## src/rtl/pulse_burst_gen.sv

```systemverilog
// Burst generator for 3-bit negative-edge pulse counters: clears the counter,
// then issues a programmed number of single-cycle pulses separated by low gaps.
module pulse_burst_gen #(
  parameter int CNT_W = 3,
  parameter int GAP_W = 2
) (
  input  logic             clk_i,
  input  logic             reset_i,
  input  logic             start_i,
  input  logic             abort_i,
  input  logic [CNT_W-1:0] count_i,
  input  logic [GAP_W-1:0] gap_i,
  output logic             pulse_o,
  output logic             count_nreset_o,
  output logic             busy_o,
  output logic             done_o,
  output logic [CNT_W:0]   remaining_o
);

  typedef enum logic [2:0] {
    S_IDLE,
    S_CLEAR,
    S_PULSE,
    S_GAP,
    S_DONE
  } state_t;

  localparam logic [CNT_W:0]   REM_ONE = (CNT_W+1)'(1);
  localparam logic [GAP_W-1:0] GAP_ONE = GAP_W'(1);

  state_t           state_reg;
  logic [GAP_W-1:0] gap_len_reg;
  logic [GAP_W-1:0] gap_cnt_reg;
  logic [CNT_W:0]   remaining_reg;
  logic             pulse_reg;
  logic             nreset_reg;
  logic             busy_reg;
  logic             done_reg;
  logic [CNT_W:0]   load_val;

  // A zero length request means a full wrap of the downstream counter.
  assign load_val = (count_i == '0) ? {1'b1, {CNT_W{1'b0}}} : {1'b0, count_i};

  always_ff @(posedge clk_i or posedge reset_i) begin
    if (reset_i) begin
      state_reg     <= S_IDLE;
      gap_len_reg   <= '0;
      gap_cnt_reg   <= '0;
      remaining_reg <= '0;
      pulse_reg     <= 1'b0;
      nreset_reg    <= 1'b0;
      busy_reg      <= 1'b0;
      done_reg      <= 1'b0;
    end else begin
      done_reg <= 1'b0;
      case (state_reg)
        S_IDLE: begin
          pulse_reg  <= 1'b0;
          nreset_reg <= 1'b1;
          busy_reg   <= 1'b0;
          if (start_i && !abort_i) begin
            gap_len_reg   <= gap_i;
            remaining_reg <= load_val;
            nreset_reg    <= 1'b0;
            busy_reg      <= 1'b1;
            state_reg     <= S_CLEAR;
          end
        end
        S_CLEAR: begin
          nreset_reg <= 1'b1;
          if (abort_i) begin
            busy_reg      <= 1'b0;
            remaining_reg <= '0;
            state_reg     <= S_IDLE;
          end else begin
            pulse_reg <= 1'b1;
            state_reg <= S_PULSE;
          end
        end
        S_PULSE: begin
          // The pulse already in flight is never truncated; it ends here.
          pulse_reg     <= 1'b0;
          remaining_reg <= remaining_reg - REM_ONE;
          if (abort_i) begin
            busy_reg      <= 1'b0;
            remaining_reg <= '0;
            state_reg     <= S_IDLE;
          end else if (remaining_reg == REM_ONE) begin
            busy_reg  <= 1'b0;
            done_reg  <= 1'b1;
            state_reg <= S_DONE;
          end else begin
            gap_cnt_reg <= gap_len_reg;
            state_reg   <= S_GAP;
          end
        end
        S_GAP: begin
          if (abort_i) begin
            busy_reg      <= 1'b0;
            remaining_reg <= '0;
            state_reg     <= S_IDLE;
          end else if (gap_cnt_reg == '0) begin
            pulse_reg <= 1'b1;
            state_reg <= S_PULSE;
          end else begin
            gap_cnt_reg <= gap_cnt_reg - GAP_ONE;
          end
        end
        S_DONE: begin
          remaining_reg <= '0;
          state_reg     <= S_IDLE;
        end
        default: begin
          pulse_reg     <= 1'b0;
          nreset_reg    <= 1'b1;
          busy_reg      <= 1'b0;
          remaining_reg <= '0;
          state_reg     <= S_IDLE;
        end
      endcase
    end
  end

  // Every output is a bare flop so async/edge-sensitive consumers see no glitches.
  assign pulse_o        = pulse_reg;
  assign count_nreset_o = nreset_reg;
  assign busy_o         = busy_reg;
  assign done_o         = done_reg;
  assign remaining_o    = remaining_reg;

endmodule

```

## config.mk

```make
export PLATFORM = sky130hd
export DESIGN_NAME = pulse_burst_gen
export DESIGN_NICKNAME = d
export VERILOG_FILES = /design/src/rtl/pulse_burst_gen.sv
export SDC_FILE = /design/constraint.sdc
export NUM_CORES = 1
export LEC_CHECK = 0
export CAP_MARGIN = 20
export CORE_MARGIN = 2
export CORE_UTILIZATION = 59
export DETAILED_ROUTE_END_ITERATION = 8
export DONT_BUFFER_PORTS = 1
export GPL_ROUTABILITY_DRIVEN = 0
export PLACE_DENSITY = 0.76
export SYNTH_ARGS = -nofsm -noshare
export SYNTH_HDL_FRONTEND = slang
export SYNTH_SLANG_ARGS = --single-unit
```

## constraint.sdc

```tcl
create_clock -name clk_i -period 2.1 [get_ports clk_i]
set_input_delay 0.315 -clock clk_i [delete_from_list [all_inputs] [get_ports clk_i]]
set_output_delay 0.315 -clock clk_i [all_outputs]
set_load 0.02 [all_outputs]
```

==> flow_metrics.env <==
export IMPL_cts_buffers_inserted=3
export IMPL_maxCapViolations=0
export IMPL_dr_pass1_iters=4
export IMPL_initial_core_util_pct=62.22
export IMPL_place_hpwl_um=1049
export IMPL_min_from="abort_i"
export IMPL_timing_final_ws_setup_ns=0.3378
export IMPL_final_setup_viol_count=0
export IMPL_setup_tns_ns=0
export IMPL_slowest_delay_ns=0.56
export IMPL_crit_slowest_cell="or4b_4"
export IMPL_cts_tree="built"
export IMPL_whs_path_depth=1
export IMPL_fin_cells=99
export IMPL_synth_top_area_share_pct=46.95
export IMPL_routed_wl_um=1386
export IMPL_rr_startpoint="state_reg[1]$_DFFE_PP0P_"
export IMPL_seq_area_frac_synth_pct=46.95
export IMPL_yosys_warnings=0
export IMPL_clk_latency_ns=0.29
export IMPL_routedWlPerCell_um=14.00
export IMPL_netlist_area_um2=799.5
export IMPL_max_slew_margin_pct=63.73
export IMPL_htreeDepth=1
export IMPL_muxShareOfSynthArea_pct=5.321
export IMPL_hold_viol_final=0
export IMPL_num_rows=13
export IMPL_syn_nets=93
export IMPL_fin_nets=97
export IMPL_crit_start="state_reg[1]$_DFFE_PP0P_"
export IMPL_syn_area_per_cell_um2=9.871
export IMPL_synth_most_common_cell="dfrtp_1"
export IMPL_placed_area_um2=803.3
export IMPL_timing_critical_path_cells="or4b_4 > o32a_2 > a211o_1"
export IMPL_pre_cts_slack_ns=0.3471
export IMPL_synthAdderAreaFrac_pct=4.695
export IMPL_area_growth_synth_to_final_pct=5.164
export IMPL_vias=610
export IMPL_grt_pass1_vias=542
export IMPL_cts_buffer_depth=2
export IMPL_asyncSetResetFlopFracSynth_pct=100.0
export IMPL_slew_violations=0
export IMPL_via_per_inst=6.162
export IMPL_end_kind="register"
export IMPL_synth_simple_area_share_pct=18.31
export IMPL_rsz0062_at_grt="false"
export IMPL_dieArea_um2=1665
export IMPL_grt_max_degree=16
export IMPL_fill_cells=99
export IMPL_synth_top_family_by_area="simple AND/OR/NAND/NOR gates"
export IMPL_synth_edf_count=0
export IMPL_ctsRootBufferMaster="clkbuf_4"
export IMPL_critPathMaxFanout=11
export IMPL_drt_iter0_drc=11
export IMPL_status="finished clean"
export IMPL_worstPathArrival_ns=1.94
export IMPL_synth_cell_type_count=31
export IMPL_die_h_um=40.81
export IMPL_cp_start_kind="register"
export IMPL_r2r_end="gap_cnt_reg[0]$_DFFE_PP0P_"
export IMPL_ys_ff_latch=15
export IMPL_port_buffer_count=0
export IMPL_largest_reg_flops=4
export IMPL_grt_pass1_wl_um=2111
export IMPL_crit_type="reg2reg"
export IMPL_track_usage_pct=20.55
export IMPL_antenna_found_initial=0
export IMPL_fin_crit_sh_pct=83.91
export IMPL_whs_ns=0.1361
export IMPL_power_mw=1.057
export IMPL_io_pins=17
export IMPL_p_leak_nw=0.3781
export IMPL_period_needed_ns=1.762
export IMPL_postRouteAntennaNets=0
export IMPL_final_area_um2=840.8
export IMPL_yosys_top_cells_area="dfrtp_1 47%, ha_1 4.7%, a21oi_1 3.8%"
export IMPL_post_cts_buffers=0
export IMPL_required_ns=2.28
export IMPL_synthXorXnorAreaFrac_pct=0
export IMPL_die_w_um=40.81
export IMPL_synth_common_cells="15 x dfrtp_1, 7 x inv_1, 6 x a21oi_1, 6 x nor2_1"
export IMPL_dp_cells=94
export IMPL_p_per_area_nw_per_um2=1257
export IMPL_coreArea_um2=1285
export IMPL_worstMarginPinSlew_ns=0.5434
export IMPL_max_freq_ghz=0.5675
export IMPL_grt_overflow_total=0
export IMPL_syn_inst=81
export IMPL_synth_flop_cell="dfrtp_1"
export IMPL_synth_compound_area_share_pct=17.68
export IMPL_peakVddDrop_mv=0.6467
export IMPL_clk_pin_slew_worst_paths_ns=0.09
export IMPL_worstHoldEndpoint="state_reg[1]$_DFFE_PP0P_"
export IMPL_n_antenna_cell=0
export IMPL_fin_skew_ns=0.004528
export IMPL_reg2reg_slack_ns=0.34
export IMPL_final_core_util_pct=65.43
export IMPL_route_detailed_drc=0
export IMPL_layout_drive_gt1_share_pct=10.71
export IMPL_worstHoldPathType="in2reg"
export IMPL_netlist_top_cell_by_area="dfrtp_1"
export IMPL_ff2ff_path_depth=3
export IMPL_cts_num_sinks=15
metal layers:
metal	GRT usage, %	vias to the layer above	wire length [µm]
met5	0	-	0
met4	15.00	0	37
met3	4.891	5	89
met2	32.81	17	652
met1	23.69	294	606
li1	-	294	-
worst max-delay path, delay by kind of cell, from the launching register on:
family           cells  cell delay, ns
AO/OA/AOI/OAI        2            0.56
flip-flops           1            0.53
AND/OR/NAND/NOR      1            0.56
area by class of cell:
| class | count | area [µm²] | area share [%] |
|---|---|---|---|
| inverters | 7 | 26.28 | 3.125 |
| well taps | 15 | 18.77 | 2.232 |
| multi-input cells | 55 | 367.9 | 43.75 |
| flip-flops and latches | 15 | 375.4 | 44.64 |
| clock buffers | 3 | 22.52 | 2.679 |
| clock inverters | 1 | 5.005 | 0.5952 |
| repair buffers | 3 | 25.02 | 2.976 |
cells in the final DEF, fill, tap and decap left out:
| cell type | Yosys | final |
|---|---|---|
| dfrtp_1 | 15 | 15 |
| inv_1 | 7 | 7 |
| nor2_1 | 6 | 6 |
| a21oi_1 | 6 | 6 |
| nor3_1 | 5 | 5 |
| nand2_1 | 5 | 5 |
| nor3b_1 | 3 | 3 |
| o22ai_1 | 3 | 3 |
| ha_1 | 3 | 3 |
| clkbuf_4 | 0 | 3 |
| and3_1 | 2 | 2 |
| nand2b_1 | 2 | 2 |
| mux2i_1 | 2 | 2 |
| o21ai_0 | 2 | 2 |
| o2bb2ai_1 | 2 | 2 |
| buf_4 | 0 | 2 |
| nand3b_1 | 1 | 1 |
| or4b_4 | 1 | 1 |
| o32a_2 | 1 | 1 |
| a211o_1 | 1 | 1 |
| nor2b_1 | 1 | 1 |
| mux2_1 | 1 | 1 |
| o21ai_1 | 1 | 1 |
| o21a_1 | 1 | 1 |
| o31a_1 | 1 | 1 |
| o32ai_1 | 1 | 1 |
| o31ai_1 | 1 | 1 |
| nand3_1 | 1 | 1 |
| a211oi_1 | 1 | 1 |
| mux2_2 | 1 | 1 |
| clkinv_2 | 0 | 1 |
| dlygate4sd3_1 | 0 | 1 |
what timing repair did:
item	4_1_cts	5_1_grt
gates resized for setup	0	0
hold buffers	1	0
hold endpoints to repair	15	0
worst max path at each step:
stage                                            end  cells after the start
after floorplan           gap_cnt_reg[0]$_DFFE_PP0P_                      5
after global placement    gap_cnt_reg[1]$_DFFE_PP0P_                      4
after detailed placement  gap_cnt_reg[0]$_DFFE_PP0P_                      6
after CTS                 gap_cnt_reg[0]$_DFFE_PP0P_                      6
after global routing      gap_cnt_reg[0]$_DFFE_PP0P_                      6
final                     gap_cnt_reg[0]$_DFFE_PP0P_                      3
cell families (layout without fill, tap and decap cells):
| group | count (synthesis) | after routing |
|---|---|---|
| buf+inv | 11 | 14 |
| compound gates | 21 | 21 |
| mux | 4 | 4 |
| flops | 15 | 15 |
| simple gates | 27 | 27 |
| fa+ha+maj | 3 | 3 |
power breakdown:
part | total, mW | leakage, nW | switching (mW) | internal (mW)
sequential | 0.515 | 0.191 | 0.132 | 0.383
combinational | 0.376 | 0.170 | 0.202 | 0.174
clock | 0.166 | 0.0177 | 0.0948 | 0.0710
No activity file was read; power rests on OpenSTA's default activity.
